`src/rtl/seven_segment_capture_pkg.sv`:
```
// seven_segment_capture_pkg
//   Shared definitions for the 7-segment receive path.
//   - Segment bit indices (bit0 = A .. bit6 = G, 1 = lit).
//   - The 16 hex digit patterns. The byte-to-7-segment encoder imports the same
//     constants, so the encode and decode tables stay identical.
//   - Capture FSM state type and the decoder result struct.
package seven_segment_capture_pkg;

  localparam int SEG_W = 7;

  localparam int SEG_A = 0;
  localparam int SEG_B = 1;
  localparam int SEG_C = 2;
  localparam int SEG_D = 3;
  localparam int SEG_E = 4;
  localparam int SEG_F = 5;
  localparam int SEG_G = 6;

  // Patterns written as GFEDCBA.
  localparam logic [SEG_W-1:0] PAT_0 = 7'h3F;
  localparam logic [SEG_W-1:0] PAT_1 = 7'h06;
  localparam logic [SEG_W-1:0] PAT_2 = 7'h5B;
  localparam logic [SEG_W-1:0] PAT_3 = 7'h4F;
  localparam logic [SEG_W-1:0] PAT_4 = 7'h66;
  localparam logic [SEG_W-1:0] PAT_5 = 7'h6D;
  localparam logic [SEG_W-1:0] PAT_6 = 7'h7D;
  localparam logic [SEG_W-1:0] PAT_7 = 7'h07;
  localparam logic [SEG_W-1:0] PAT_8 = 7'h7F;
  localparam logic [SEG_W-1:0] PAT_9 = 7'h6F;
  localparam logic [SEG_W-1:0] PAT_A = 7'h77;
  localparam logic [SEG_W-1:0] PAT_B = 7'h7C;
  localparam logic [SEG_W-1:0] PAT_C = 7'h39;
  localparam logic [SEG_W-1:0] PAT_D = 7'h5E;
  localparam logic [SEG_W-1:0] PAT_E = 7'h79;
  localparam logic [SEG_W-1:0] PAT_F = 7'h71;

  typedef enum logic [1:0] {
    ST_ALIGN  = 2'd0,
    ST_SETTLE = 2'd1,
    ST_HELD   = 2'd2
  } cap_state_e;

  typedef struct packed {
    logic       valid;
    logic [3:0] nibble;
  } decode_t;

endpackage

```
`src/rtl/seven_segment_pattern_decode.sv`:
```
// seven_segment_pattern_decode
//   Combinational lookup from a 7-segment pattern to {valid, nibble}.
//   Anything that is not one of the 16 hex patterns (including all-dark)
//   reports valid = 0 and nibble = 0.
// Ports
//   i_segments  in   7  segment pattern, bit0 = A .. bit6 = G
//   o_result    out  5  {valid, nibble}
module seven_segment_pattern_decode
  import seven_segment_capture_pkg::*;
(
  input  logic [SEG_W-1:0] i_segments,
  output decode_t          o_result
);

  always_comb begin
    o_result = '0;
    case (i_segments)
      PAT_0: o_result = '{valid: 1'b1, nibble: 4'h0};
      PAT_1: o_result = '{valid: 1'b1, nibble: 4'h1};
      PAT_2: o_result = '{valid: 1'b1, nibble: 4'h2};
      PAT_3: o_result = '{valid: 1'b1, nibble: 4'h3};
      PAT_4: o_result = '{valid: 1'b1, nibble: 4'h4};
      PAT_5: o_result = '{valid: 1'b1, nibble: 4'h5};
      PAT_6: o_result = '{valid: 1'b1, nibble: 4'h6};
      PAT_7: o_result = '{valid: 1'b1, nibble: 4'h7};
      PAT_8: o_result = '{valid: 1'b1, nibble: 4'h8};
      PAT_9: o_result = '{valid: 1'b1, nibble: 4'h9};
      PAT_A: o_result = '{valid: 1'b1, nibble: 4'hA};
      PAT_B: o_result = '{valid: 1'b1, nibble: 4'hB};
      PAT_C: o_result = '{valid: 1'b1, nibble: 4'hC};
      PAT_D: o_result = '{valid: 1'b1, nibble: 4'hD};
      PAT_E: o_result = '{valid: 1'b1, nibble: 4'hE};
      PAT_F: o_result = '{valid: 1'b1, nibble: 4'hF};
      default: o_result = '0;
    endcase
  end

endmodule

```
`src/rtl/seven_segment_capture.sv`:
```
// seven_segment_capture
//   Receive end of the PMOD 7-segment link. Synchronises the segment and
//   digit-select lines, waits for each multiplexed digit to settle, decodes it
//   and reassembles the displayed byte {hi, lo}.
// Parameters
//   SETTLE_CYCLES  cycles segments/digit must be stable before a sample (>= 2)
//   SYNC_STAGES    synchroniser depth on every input (>= 2)
// Ports
//   i_clk       in   1  system clock
//   i_rst       in   1  asynchronous active-high reset (released synchronously)
//   i_segments  in   7  async segment lines, bit0 = A .. bit6 = G, 1 = lit
//   i_digit     in   1  async digit select, 0 = low nibble, 1 = high nibble
//   o_data      out  8  last reassembled byte
//   o_valid     out  1  one-cycle pulse, o_data updated
//   o_error     out  1  one-cycle pulse, settled pattern not a hex digit
// Build option
//   SEVEN_SEGMENT_CAPTURE_CHANGE_FILTER_EN: when defined, a byte equal to the
//   previously emitted one does not pulse o_valid (the first byte after reset
//   always does).
module seven_segment_capture
  import seven_segment_capture_pkg::*;
#(
  parameter int SETTLE_CYCLES = 16,
  parameter int SYNC_STAGES   = 2
) (
  input  logic             i_clk,
  input  logic             i_rst,
  input  logic [SEG_W-1:0] i_segments,
  input  logic             i_digit,
  output logic [7:0]       o_data,
  output logic             o_valid,
  output logic             o_error
);

  // After reset the synchroniser still holds zeros, so the first real input
  // level would look like an edge. ALIGN waits this many cycles before it
  // trusts an edge on the digit line.
  localparam int ARM_CYCLES = SYNC_STAGES + 1;
  localparam int CNT_MAX    = (SETTLE_CYCLES > ARM_CYCLES) ? SETTLE_CYCLES : ARM_CYCLES + 1;
  localparam int CNT_W      = $clog2(CNT_MAX);
  localparam logic [CNT_W-1:0] SETTLE_LAST = CNT_W'(SETTLE_CYCLES - 1);
  localparam logic [CNT_W-1:0] ARM_LAST    = CNT_W'(ARM_CYCLES);

  // Reset is asserted asynchronously but released on a clock edge.
  logic [1:0] rst_pipe_q, rst_pipe_d;
  logic       rst_int;

  always_comb begin
    rst_pipe_d = {rst_pipe_q[0], 1'b0};
  end

  always_ff @(posedge i_clk or posedge i_rst) begin
    if (i_rst) begin
      rst_pipe_q <= 2'b11;
    end else begin
      rst_pipe_q <= rst_pipe_d;
    end
  end

  assign rst_int = rst_pipe_q[1];

  // Synchroniser chain, {digit, segments} travel together.
  logic [7:0] sync_q [SYNC_STAGES];
  logic [7:0] sync_d [SYNC_STAGES];

  always_comb begin
    sync_d[0] = {i_digit, i_segments};
    for (int i = 1; i < SYNC_STAGES; i++) begin
      sync_d[i] = sync_q[i-1];
    end
  end

  always_ff @(posedge i_clk or posedge rst_int) begin
    if (rst_int) begin
      for (int i = 0; i < SYNC_STAGES; i++) begin
        sync_q[i] <= '0;
      end
    end else begin
      sync_q <= sync_d;
    end
  end

  logic [SEG_W-1:0] seg_s;
  logic             dig_s;

  assign seg_s = sync_q[SYNC_STAGES-1][SEG_W-1:0];
  assign dig_s = sync_q[SYNC_STAGES-1][7];

  decode_t dec;

  seven_segment_pattern_decode u_decode (
    .i_segments (seg_s),
    .o_result   (dec)
  );

  cap_state_e       state_q, state_d;
  logic [CNT_W-1:0] cnt_q, cnt_d;
  logic [SEG_W-1:0] seg_prev_q, seg_prev_d;
  logic             dig_prev_q, dig_prev_d;
  logic [3:0]       lo_nib_q, lo_nib_d;
  logic             lo_flag_q, lo_flag_d;
  logic [7:0]       data_q, data_d;
  logic             valid_q, valid_d;
  logic             error_q, error_d;
`ifdef SEVEN_SEGMENT_CAPTURE_CHANGE_FILTER_EN
  logic             emitted_q, emitted_d;
`endif

  logic       seg_change;
  logic       dig_edge;
  logic       take_sample;
  logic [7:0] new_byte;

  // Next-state logic: phase tracking, settle counting, sampling and byte
  // assembly. The high nibble is never stored; a valid high sample either
  // completes a byte with the held low nibble or is dropped.
  always_comb begin
    state_d     = state_q;
    cnt_d       = cnt_q;
    seg_prev_d  = seg_s;
    dig_prev_d  = dig_s;
    lo_nib_d    = lo_nib_q;
    lo_flag_d   = lo_flag_q;
    data_d      = data_q;
    valid_d     = 1'b0;
    error_d     = 1'b0;
`ifdef SEVEN_SEGMENT_CAPTURE_CHANGE_FILTER_EN
    emitted_d   = emitted_q;
`endif
    take_sample = 1'b0;
    new_byte    = {dec.nibble, lo_nib_q};

    seg_change = (seg_s != seg_prev_q);
    dig_edge   = (dig_s != dig_prev_q);

    case (state_q)
      ST_ALIGN: begin
        if (cnt_q != ARM_LAST) begin
          cnt_d = cnt_q + 1'b1;
        end else if (dig_edge) begin
          state_d = ST_SETTLE;
          cnt_d   = '0;
        end
      end
      ST_SETTLE: begin
        if (dig_edge) begin
          // The phase that just ended was too short to sample.
          cnt_d = '0;
          if (!dig_prev_q) begin
            lo_flag_d = 1'b0;
          end
        end else if (seg_change) begin
          cnt_d = '0;
        end else if (cnt_q == SETTLE_LAST) begin
          state_d     = ST_HELD;
          take_sample = 1'b1;
        end else begin
          cnt_d = cnt_q + 1'b1;
        end
      end
      ST_HELD: begin
        if (dig_edge || seg_change) begin
          state_d = ST_SETTLE;
          cnt_d   = '0;
        end
      end
      default: begin
        state_d = ST_ALIGN;
        cnt_d   = '0;
      end
    endcase

    if (take_sample) begin
      if (!dec.valid) begin
        error_d = 1'b1;
        if (!dig_s) begin
          lo_flag_d = 1'b0;
        end
      end else if (!dig_s) begin
        lo_nib_d  = dec.nibble;
        lo_flag_d = 1'b1;
      end else if (lo_flag_q) begin
        lo_flag_d = 1'b0;
        data_d    = new_byte;
`ifdef SEVEN_SEGMENT_CAPTURE_CHANGE_FILTER_EN
        valid_d   = !emitted_q || (new_byte != data_q);
        emitted_d = 1'b1;
`else
        valid_d   = 1'b1;
`endif
      end
    end
  end

  // State and output registers.
  always_ff @(posedge i_clk or posedge rst_int) begin
    if (rst_int) begin
      state_q    <= ST_ALIGN;
      cnt_q      <= '0;
      seg_prev_q <= '0;
      dig_prev_q <= 1'b0;
      lo_nib_q   <= '0;
      lo_flag_q  <= 1'b0;
      data_q     <= '0;
      valid_q    <= 1'b0;
      error_q    <= 1'b0;
`ifdef SEVEN_SEGMENT_CAPTURE_CHANGE_FILTER_EN
      emitted_q  <= 1'b0;
`endif
    end else begin
      state_q    <= state_d;
      cnt_q      <= cnt_d;
      seg_prev_q <= seg_prev_d;
      dig_prev_q <= dig_prev_d;
      lo_nib_q   <= lo_nib_d;
      lo_flag_q  <= lo_flag_d;
      data_q     <= data_d;
      valid_q    <= valid_d;
      error_q    <= error_d;
`ifdef SEVEN_SEGMENT_CAPTURE_CHANGE_FILTER_EN
      emitted_q  <= emitted_d;
`endif
    end
  end

  assign o_data  = data_q;
  assign o_valid = valid_q;
  assign o_error = error_q;

endmodule

```
`config.mk`:
```
export PLATFORM = sky130hd
export DESIGN_NAME = seven_segment_capture
export DESIGN_NICKNAME = d
export VERILOG_FILES = /design/src/rtl/seven_segment_capture_pkg.sv /design/src/rtl/seven_segment_pattern_decode.sv /design/src/rtl/seven_segment_capture.sv
export SDC_FILE = /design/constraint.sdc
export NUM_CORES = 1
export LEC_CHECK = 0
export ABC_AREA = 0
export ABC_CLOCK_PERIOD_IN_PS = 2400
export BUFFER_PORTS_ARGS = -buffer_cell sky130_fd_sc_hd__buf_2
export CAP_MARGIN = 20
export CELL_PAD_IN_SITES_DETAIL_PLACEMENT = 2
export CELL_PAD_IN_SITES_GLOBAL_PLACEMENT = 2
export CORE_UTILIZATION = 43
export CTS_CLUSTER_SIZE = 10
export DETAILED_ROUTE_END_ITERATION = 7
export PLACE_DENSITY = 0.86
export SYNTH_ARGS = -nofsm -noshare
export SYNTH_HDL_FRONTEND = slang
export SYNTH_SLANG_ARGS = --single-unit
export TNS_END_PERCENT = 50
```
`constraint.sdc`:
```
create_clock -name i_clk -period 2.4 [get_ports i_clk]
set_input_delay 0.24 -clock i_clk [delete_from_list [all_inputs] [get_ports i_clk]]
set_output_delay 0.24 -clock i_clk [all_outputs]
set_load 0.005 [all_outputs]
```
==> qor.txt, run 1 <==
Status = complete, but fails checks
Failing checks = negative setup slack
Initial antenna violation count = 0
Critical path peak fanout = 7
Layout cell share with drive strength beyond 1 = 0.3521
CP Class = reg -> reg
Clock sink total = 47
Drt drc = 0
Num ports = 20
Final hold viol count = 0
Vias in the first global route = 1707
CTS H-tree lvls = 2
Syn_nets = 185
Ys Warns = 0
Vias/cell = 5.607
Seq cells post-synth = 47
Worst r2r src = seg_prev_d[5]
R2R depth = 6
DR WL/cell = 25.52 um
Utilization after layout = 0.5487
Setup WS post-layout = -0.03639 ns
Placed Area = 2402 um2
Reg clk slew, reported paths = 0.10 ns
Place WS = -0.07066 ns
R2R Setup Slk = -0.04 ns
Global-route wire length before repair = 9377 um
CORE AREA = 4755 um2
# diodes = 0
Post-synth top cells = dfrtp_1 (45), nand2_1 (11), inv_1 (10)
Gr busiest metal = met2
Post-Route Skew = 0.008816 ns
Hold Path Sink = sync_d[2]
CTS tree = yes
Met2 usage = 0.4382
Initial drt markers = 89
Worst skew pair latency = 0.33 ns
Die Area = 5247 um2
Ys async rst share = 1.000
Min Tclk post-route = 2.436 ns
Final WL = 7146 um
Total CTS buffers = 5
Largest net degree at the start of global routing = 46
DP HPWL = 3839 um
Max_slew headroom = 0.6134
Crit. End Element = flip-flop
Final Cycle Share = 1.015
VDD IR max = 0.3998 mV
EDFF count, synth = 0
Yosys top cell by area = dfrtp_1
M3 GR Usage = 0.05694
Pre-antenna DRT Iters = 4
Die height = 72.44 um
Filler instances = 443
Multi-input logic area = 937.1 um2
Max-slew violation count = 0
Worst Max-Slew Pin Slew = 0.5799 ns
Final #Nets = 223
Arrival time at the worst endpoint = 2.65 ns
Post-synthesis sequential area ratio = 0.5525
Rows = 25
Syn Std Cell Area = 2133 um2
Largest cells by area after synthesis = dfrtp_1 (53%), mux2_4 (4.9%), xor2_1 (3.7%)
LEAKAGE = 0.001150 uW
Power Total = 1669 uW
CP required = 2.62 ns
Area growth, synth to finish = 22.29%
Grt met1 use = 0.3018
Max Fclk = 0.4104 GHz
Buffers on Ports = 19
CTS Root Cell = clkbuf_8
Worst Hold Class = in -> reg
Cells after Synth = 174
Setup crit start kind = flip-flop
Syn avg cell area = 12.26 um2
Synth Flop Type = dfrtp_1
Total gr overflow = 0
Vias = 1570
Pwr Density = 639.7 nW/um2
DRT antenna net count = 0
Max_cap viols = 0
Gpl congestion = 0.7912
Global Route Usage Sum = 0.2469
Synth unique cells = 53
Die W = 72.44 um
Most common cell in the netlist = dfrtp_1
Hold Path Origin = i_segments[2]
Clock Path Buffers = 2
Hold Crit Depth = 1
Starting Density = 0.4487
Yosys top cell area share = 0.5279
R2R Path End = lo_nib_q[2]
Final setup violation count = 11
Design area = 2609 um2
Storage element area = 1185 um2
[per-stage QoR]
| step | TNS (ns) | instances | hold slack, ns |
|---|---|---|---|
| 3_5_place_dp | -0.4391 | 267 | 0.2632 |
| 2_1_floorplan | 0 | 174 | 0.1515 |
| 4_1_cts | 0 | 278 | 0.01925 |
| 3_3_place_gp | 0 | 267 | 0.2607 |
| 6_report | -0.2167 | 280 | 0.004841 |
| 5_1_grt | -1.010 | 280 | 0.006755 |
[worst max path at each step]
| stage | from | endpoint | slack [ns] | cells past startpoint |
|---|---|---|---|---|
| floorplan | seg_prev_d[3] | o_data[0] | 0.16 | 5 |
| global placement | seg_prev_d[6] | o_data[5] | 0.05 | 6 |
| detailed placement | seg_prev_d[6] | lo_nib_q[2] | -0.07 | 5 |
| CTS | seg_prev_d[2] | o_data[1] | 0.002 | 6 |
| global route | seg_prev_d[5] | lo_nib_q[3] | -0.14 | 7 |
| finish | seg_prev_d[5] | lo_nib_q[2] | -0.04 | 6 |
[worst max-delay path, stage by stage (launching register included)]
cell and delay [ns]:
dfrtp_2 0.47, buf_12 0.15, xor2_1 0.16, nor4_4 0.43, nand3_2 0.28, a211oi_4 0.43, mux2_1 0.39
[final cells by class]
type | count | share of cell area
timing repair buffer | 38 | 0.1017
sequential | 47 | 0.4542
clock buffer | 5 | 0.02638
multi-input combinational | 109 | 0.3592
tap | 67 | 0.03213
clock inverter | 3 | 0.01055
inverter | 11 | 0.01583
[what timing repair did]
action,CTS,global route
endpoints found under the hold margin,2,0
setup endpoints to repair,12,12
resized for setup,4,11
buffers inserted,2,2
hold buffers,1,0
pin swaps,2,0
[logic make-up after synthesis]
family | share of synthesized area
compound gates | 0.1185
xor+xnor | 0.04106
fa+ha+maj | 0.005864
buf+inv | 0.03812
flops | 0.5525
mux | 0.07918
other cells | 0.001758
simple gates | 0.1631
[cells in the final DEF, fill, tap and decap left out, types with 2 or more instances in the layout]
| master | instances |
|---|---|
| a211oi_4 | 2 |
| nor2_1 | 7 |
| o22ai_1 | 2 |
| nand4b_1 | 2 |
| inv_1 | 9 |
| dfrtp_2 | 5 |
| nor4_4 | 3 |
| dfstp_2 | 2 |
| dfrtp_1 | 40 |
| mux2_4 | 7 |
| mux2i_1 | 3 |
| nand2b_1 | 6 |
| clkbuf_8 | 5 |
| o21ai_0 | 8 |
| mux2_1 | 3 |
| nor3_2 | 2 |
| buf_4 | 16 |
| xor2_1 | 9 |
| nand3_1 | 7 |
| and3_1 | 2 |
| nand2_1 | 11 |
| o221ai_1 | 2 |
| a21oi_1 | 3 |
| buf_12 | 2 |
| o31ai_1 | 2 |
| buf_2 | 19 |
[power by group]
part           leakage (uW)  internal [uW]  switching (uW)
clock network     0.0000467            217             337
registers          0.000584            836            54.2
logic              0.000519           82.9             143
[flip-flops by register name (all words and copies together), names as in the netlist]
register	cells
cnt_q	4
dig_prev_d	1
dig_prev_q	1
lo_flag_q	1
lo_nib_q	4
o_data	8
o_error	1
o_valid	1
rst_pipe_q	2
seg_prev_d	7
seg_prev_q	7
state_q	2
sync_d	8
[per-layer routing]
metal / share of wire / vias to the layer above
li1: - / 687
met1: 0.41 / 830
met2: 0.53 / 37
met3: 0.038 / 16
met4: 0.019 / 0
met5: 0 / -
Note: power is estimated with default switching activity, not from simulation.
==> inputs of run 2 (changes only) <==
- HOLD_SLACK_MARGIN: unset -> 0.03
==> qor.txt, run 2 (synthesized netlist as in run 1, its figures left out) <==
LEAKAGE = 0.001192 uW (was 0.001150 uW)
Failing checks = negative setup slack (unchanged)
Psw = 522.2 uW (was 533.7 uW)
Arrival time at the worst endpoint = 2.67 ns (was 2.65 ns)
Die Area = 5247 um2 (unchanged)
Vias/cell = 5.505 (was 5.607)
Crit. End Element = flip-flop (unchanged)
Die W = 72.44 um (unchanged)
Placed Area = 2402 um2 (unchanged)
Total gr overflow = 0 (unchanged)
Worst r2r src = seg_prev_d[6] (was seg_prev_d[5])
Vias = 1591 (was 1570)
Most common cell after layout, fill and taps aside = dfrtp_1 (unchanged)
Max_cap viols = 0 (unchanged)
Worst Max-Slew Pin Slew = 0.6006 ns (was 0.5799 ns)
Global Route Usage Sum = 0.3010 (was 0.2469)
R2R Setup Slk = -0.07 ns (was -0.04 ns)
Critical Path Max Stage Delay = 0.52 ns (was 0.47 ns)
CTS Root Cell = clkbuf_8 (unchanged)
Final #Nets = 232 (was 223)
DRT antenna net count = 0 (unchanged)
CP Class = reg -> reg (unchanged)
Total CTS buffers = 5 (unchanged)
Final hold viol count = 0 (unchanged)
Switching Share = 0.3134 (was 0.3198)
Initial drt markers = 91 (was 89)
Setup WS post-layout = -0.07088 ns (was -0.03639 ns)
DP HPWL = 3839 um (unchanged)
Final WL = 7069 um (was 7146 um)
Max_slew headroom = 0.5965 (was 0.6134)
Clock sink total = 47 (unchanged)
Design area = 2671 um2 (was 2609 um2)
Area growth, synth to finish = 25.22% (was 22.29%)
R2R Path End = lo_nib_q[0] (was lo_nib_q[2])
Pre-antenna DRT Iters = 4 (unchanged)
CP required = 2.60 ns (was 2.62 ns)
Int Power = 1144 uW (was 1135 uW)
Vias in the first global route = 1837 (was 1707)
Gpl congestion = 0.7912 (unchanged)
Global-route wire length before repair = 11050 um (was 9377 um)
Pwr Density = 623.6 nW/um2 (was 639.7 nW/um2)
Filler instances = 460 (was 443)
DR WL/cell = 24.46 um (was 25.52 um)
Initial antenna violation count = 0 (unchanged)
Final setup violation count = 11 (unchanged)
Min Tclk post-route = 2.471 ns (was 2.436 ns)
Reg clk slew, reported paths = 0.10 ns (about the same)
# diodes = 0 (unchanged)
CTS H-tree lvls = 2 (unchanged)
R2R depth = 5 (was 6)
Hold Crit Depth = 0 (was 1)
Final Cycle Share = 1.030 (was 1.015)
Max-slew violation count = 0 (unchanged)
Place WS = -0.07066 ns (unchanged)
Setup crit start kind = flip-flop (unchanged)
Die height = 72.44 um (unchanged)
Hold Path Origin = sync_d[6] (was i_segments[2])
CORE AREA = 4755 um2 (unchanged)
Max Fclk = 0.4047 GHz (was 0.4104 GHz)
Clock Path Buffers = 2 (unchanged)
Comb pwr share = 0.143 (was 0.135)
Hold Path Sink = seg_prev_d[6] (was sync_d[2])
Starting Density = 0.4487 (unchanged)
Status = complete, but fails checks (unchanged)
Critical path peak fanout = 5 (was 7)
Layout cell share with drive strength beyond 1 = 0.3378 (was 0.3521)
Sequential Power Share = 0.534 (was 0.533)
Hold Slack = 0.3613 ns (was 0.004841 ns)
VDD IR max = 0.3819 mV (was 0.3998 mV)
Rows = 25 (unchanged)
Post-Route Skew = 0.01760 ns (was 0.008816 ns)
Drt drc = 0 (unchanged)
Most frequent cells in the layout = dfrtp_1 (40), buf_2 (19), buf_4 (17) (was dfrtp_1 (40), buf_2 (19), buf_4 (16))
CP Cell Sequence = or3b_4 > a2111oi_4 > nor4_4 > a211oi_4 > mux2_1 (was buf_12 > xor2_1 > nor4_4 > nand3_2 > a211oi_4 > mux2_1)
Setup TNS = -0.5977 ns (was -0.2167 ns)
Worst skew pair latency = 0.32 ns (was 0.33 ns)
Worst Hold Class = reg -> reg (was in -> reg)
Clock power share = 0.324 (was 0.332)
Largest net degree at the start of global routing = 46 (unchanged)
Buffers on Ports = 19 (unchanged)
RSZ-0062 raised after global routing = yes
Num ports = 20 (unchanged)
CTS tree = yes (unchanged)
Slowest stage cell on the critical path = a2111oi_4 (was dfrtp_2)
[run 2: changes by cell type in the layout (fill, tap and decap cells not counted), sizes merged]
cell         previous run  this run
dlygate4sd3             1         9
buf                    37        38
[run 2: metrics by stage]
step           utilization  power [uW]  std cells
3_5_place_dp        0.5053        1090        267
4_1_cts             0.5511        1635        286
6_report            0.5618        1666        289
5_1_grt             0.5618        1728        289
3_3_place_gp        0.5053        1069        267
2_1_floorplan            -        1018        174
[run 2: cell type report]
cell class	instances	area, um2	share of cell area
Clock buffer	5	68.82	0.02576
Inverter	11	41.29	0.01546
Tap cell	67	83.83	0.03138
Multi-Input combinational cell	109	912.1	0.3415
Clock inverter	3	27.53	0.01030
Timing Repair Buffer	47	352.8	0.1321
Sequential cell	47	1185	0.4436
[run 2: power groups by stage]
stage | sequential [uW] | clock [uW] | combinational (uW)
floorplan | 877 | 0 | 142
global placement | 890 | 0 | 180
detailed placement | 897 | 0 | 193
CTS | 883 | 540 | 212
global route | 893 | 572 | 262
finish | 889 | 539 | 238
[run 2: worst max-delay path by stage]
stage                        from     endpoint  slack, ns  cells after the start
floorplan           seg_prev_d[3]    o_data[0]       0.16                      5
global placement    seg_prev_d[6]    o_data[5]       0.05                      6
detailed placement  seg_prev_d[6]  lo_nib_q[2]      -0.07                      5
CTS                 seg_prev_d[2]    o_data[1]      0.002                      6
global route        seg_prev_d[6]  lo_nib_q[3]      -0.16                      6
finish              seg_prev_d[6]  lo_nib_q[0]      -0.07                      5
[run 2: critical path, delay by kind of cell, from the launching register on]
family / cells / cell delay [ns]
AO/OA/AOI/OAI: 2 / 0.93
flip-flops: 1 / 0.46
multiplexers: 1 / 0.37
AND/OR/NAND/NOR: 2 / 0.58
[run 2: what timing repair did]
action / CTS / global route
setup buffers: 2 / 3
pin swaps: 2 / 4
setup endpoints to repair: 12 / 13
resized for setup: 4 / 8
hold buffers: 9 / 0
endpoints found under the hold margin: 10 / 0
[run 2: metal layers]
| layer | up-vias | part of all wire | GRT usage |
|---|---|---|---|
| met2 | 44 | 0.53 | 0.5327 |
| met4 | 0 | 0.024 | 0.1133 |
| li1 | 703 | - | - |
| met5 | - | 0 | 0 |
| met3 | 11 | 0.036 | 0.05139 |
| met1 | 833 | 0.41 | 0.3669 |
==> inputs of run 3 (changes only) <==
- RECOVER_POWER: unset -> 25
==> qor.txt, run 3 (synthesized netlist as in run 1, its figures left out) <==
Status = complete, but fails checks (unchanged)
Failing checks = negative setup slack (unchanged)
Vias = 1591 (unchanged)
Critical Path Max Stage Delay = 0.52 ns (about the same)
Setup TNS = -0.5977 ns (unchanged)
Gpl congestion = 0.7912 (unchanged)
Area growth, synth to finish = 25.10% (was 25.22%)
Worst skew pair latency = 0.32 ns (about the same)
Global Route Usage Sum = 0.3010 (unchanged)
Num ports = 20 (unchanged)
Crit. End Element = flip-flop (unchanged)
Setup crit start kind = flip-flop (unchanged)
Worst Hold Class = reg -> reg (unchanged)
Layout cell share with drive strength beyond 1 = 0.3288 (was 0.3378)
Clock Path Buffers = 2 (unchanged)
Total CTS buffers = 5 (unchanged)
Max Fclk = 0.4047 GHz (unchanged)
Die Area = 5247 um2 (unchanged)
Critical path peak fanout = 5 (unchanged)
Reg clk slew, reported paths = 0.10 ns (about the same)
Global-route wire length before repair = 11050 um (unchanged)
Pwr Density = 624.1 nW/um2 (was 623.6 nW/um2)
Final setup violation count = 11 (unchanged)
Largest net degree at the start of global routing = 46 (unchanged)
Worst r2r src = seg_prev_d[6] (unchanged)
Die height = 72.44 um (unchanged)
Most frequent cells in the layout = dfrtp_1 (41), buf_2 (18), buf_4 (17) (was dfrtp_1 (40), buf_2 (19), buf_4 (17))
CTS Root Cell = clkbuf_8 (unchanged)
DR WL/cell = 24.46 um (unchanged)
Buffers on Ports = 19 (unchanged)
CORE AREA = 4755 um2 (unchanged)
Pre-antenna DRT Iters = 4 (unchanged)
VDD IR max = 0.3819 mV (about the same)
DP HPWL = 3839 um (unchanged)
CTS H-tree lvls = 2 (unchanged)
Initial antenna violation count = 0 (unchanged)
RSZ-0062 raised after global routing = yes (unchanged)
Starting Density = 0.4487 (unchanged)
Vias in the first global route = 1837 (unchanged)
Die W = 72.44 um (unchanged)
Arrival time at the worst endpoint = 2.67 ns (about the same)
Initial drt markers = 91 (unchanged)
Max_cap viols = 0 (unchanged)
Slowest stage cell on the critical path = a2111oi_4 (unchanged)
Clock sink total = 47 (unchanged)
CP Class = reg -> reg (unchanged)
CP Cell Sequence = or3b_4 > a2111oi_4 > nor4_4 > a211oi_4 > mux2_1 (unchanged)
Utilization after layout = 0.5613 (was 0.5618)
Drt drc = 0 (unchanged)
Max_slew headroom = 0.5965 (unchanged)
Final WL = 7069 um (unchanged)
LEAKAGE = 0.001190 uW (was 0.001192 uW)
Total gr overflow = 0 (unchanged)
Post-Route Skew = 0.01760 ns (about the same)
Vias/cell = 5.505 (unchanged)
Final hold viol count = 0 (unchanged)
Final #Nets = 232 (unchanged)
Worst Setup SP = seg_prev_d[6] (unchanged)
CP required = 2.60 ns (about the same)
Setup WS post-layout = -0.07088 ns (unchanged)
DRT antenna net count = 0 (unchanged)
CTS tree = yes (unchanged)
Final Cycle Share = 1.030 (unchanged)
Hold Path Origin = sync_d[6] (unchanged)
Rows = 25 (unchanged)
Most common cell after layout, fill and taps aside = dfrtp_1 (unchanged)
Min Tclk post-route = 2.471 ns (unchanged)
Worst Max-Slew Pin Slew = 0.6006 ns (unchanged)
Max-slew violation count = 0 (unchanged)
# diodes = 0 (unchanged)
Power Total = 1666 uW (about the same)
run 3: cell types whose count changed in the layout (fill, tap and decap cells not counted):
cell	previous run	this run
buf_2	19	18
dfrtp_2	5	4
clkbuf_1	0	1
dfrtp_1	40	41
run 3: per-stage QoR:
stage	hold slack, ns	cell area (um2)	std cells	setup WS, ns
after global routing	0.3713	2669	289	-0.1602
after CTS	0.3591	2620	286	0.002267
final	0.3613	2669	289	-0.07088
after floorplan	0.1515	2133	174	0.1564
after global placement	0.2607	2402	267	0.04901
after detailed placement	0.2632	2402	267	-0.07066
run 3: layout make-up:
type | instances | area, um2
flip-flops and latches | 47 | 1184
repair buffers | 47 | 351.6
fillers | 459 | 2086
multi-input cells | 109 | 912.1
well taps | 67 | 83.83
clock inverters | 3 | 27.53
clock buffers | 5 | 68.82
inverters | 11 | 41.29
run 3: what timing repair did:
| action | in CTS | in global routing |
|---|---|---|
| pin swaps | 2 | 4 |
| resized for setup | 4 | 8 |
| hold buffers | 9 | 0 |
| setup endpoints to repair | 12 | 13 |
| hold endpoints to repair | 10 | 0 |
| buffers inserted | 2 | 3 |
run 3: worst paths after layout:
kind	cells after the start	slack [ns]	endpoint
setup / recovery	5	-0.07	lo_nib_q[0]
max in group asynchronous	2	1.54	seg_prev_d[0]
hold / removal	0	0.36	seg_prev_d[6]
hold reg to reg	0	0.36	seg_prev_d[6]
min in group asynchronous	2	0.43	sync_d[4]
setup reg to reg	5	-0.07	lo_nib_q[0]
run 3: critical path, delay by kind of cell (launching register included):
family,cells,cell delay (ns)
flip-flops,1,0.46
multiplexers,1,0.37
AO/OA/AOI/OAI,2,0.93
AND/OR/NAND/NOR,2,0.58
run 3: routing by layer:
| metal | GRT usage | vias up | routed length [um] | share of wire |
|---|---|---|---|---|
| li1 | - | 703 | - | - |
| met1 | 0.3669 | 833 | 2884 | 0.41 |
| met2 | 0.5327 | 44 | 3763 | 0.53 |
| met3 | 0.05139 | 11 | 253 | 0.036 |
| met4 | 0.1133 | 0 | 168 | 0.024 |
| met5 | 0 | - | 0 | 0 |
run 3: power breakdown:
part / switching [uW] / internal, uW
clock: 323 / 217
combinational: 147 / 91.0
sequential: 53.0 / 836
total: 522 / 1140
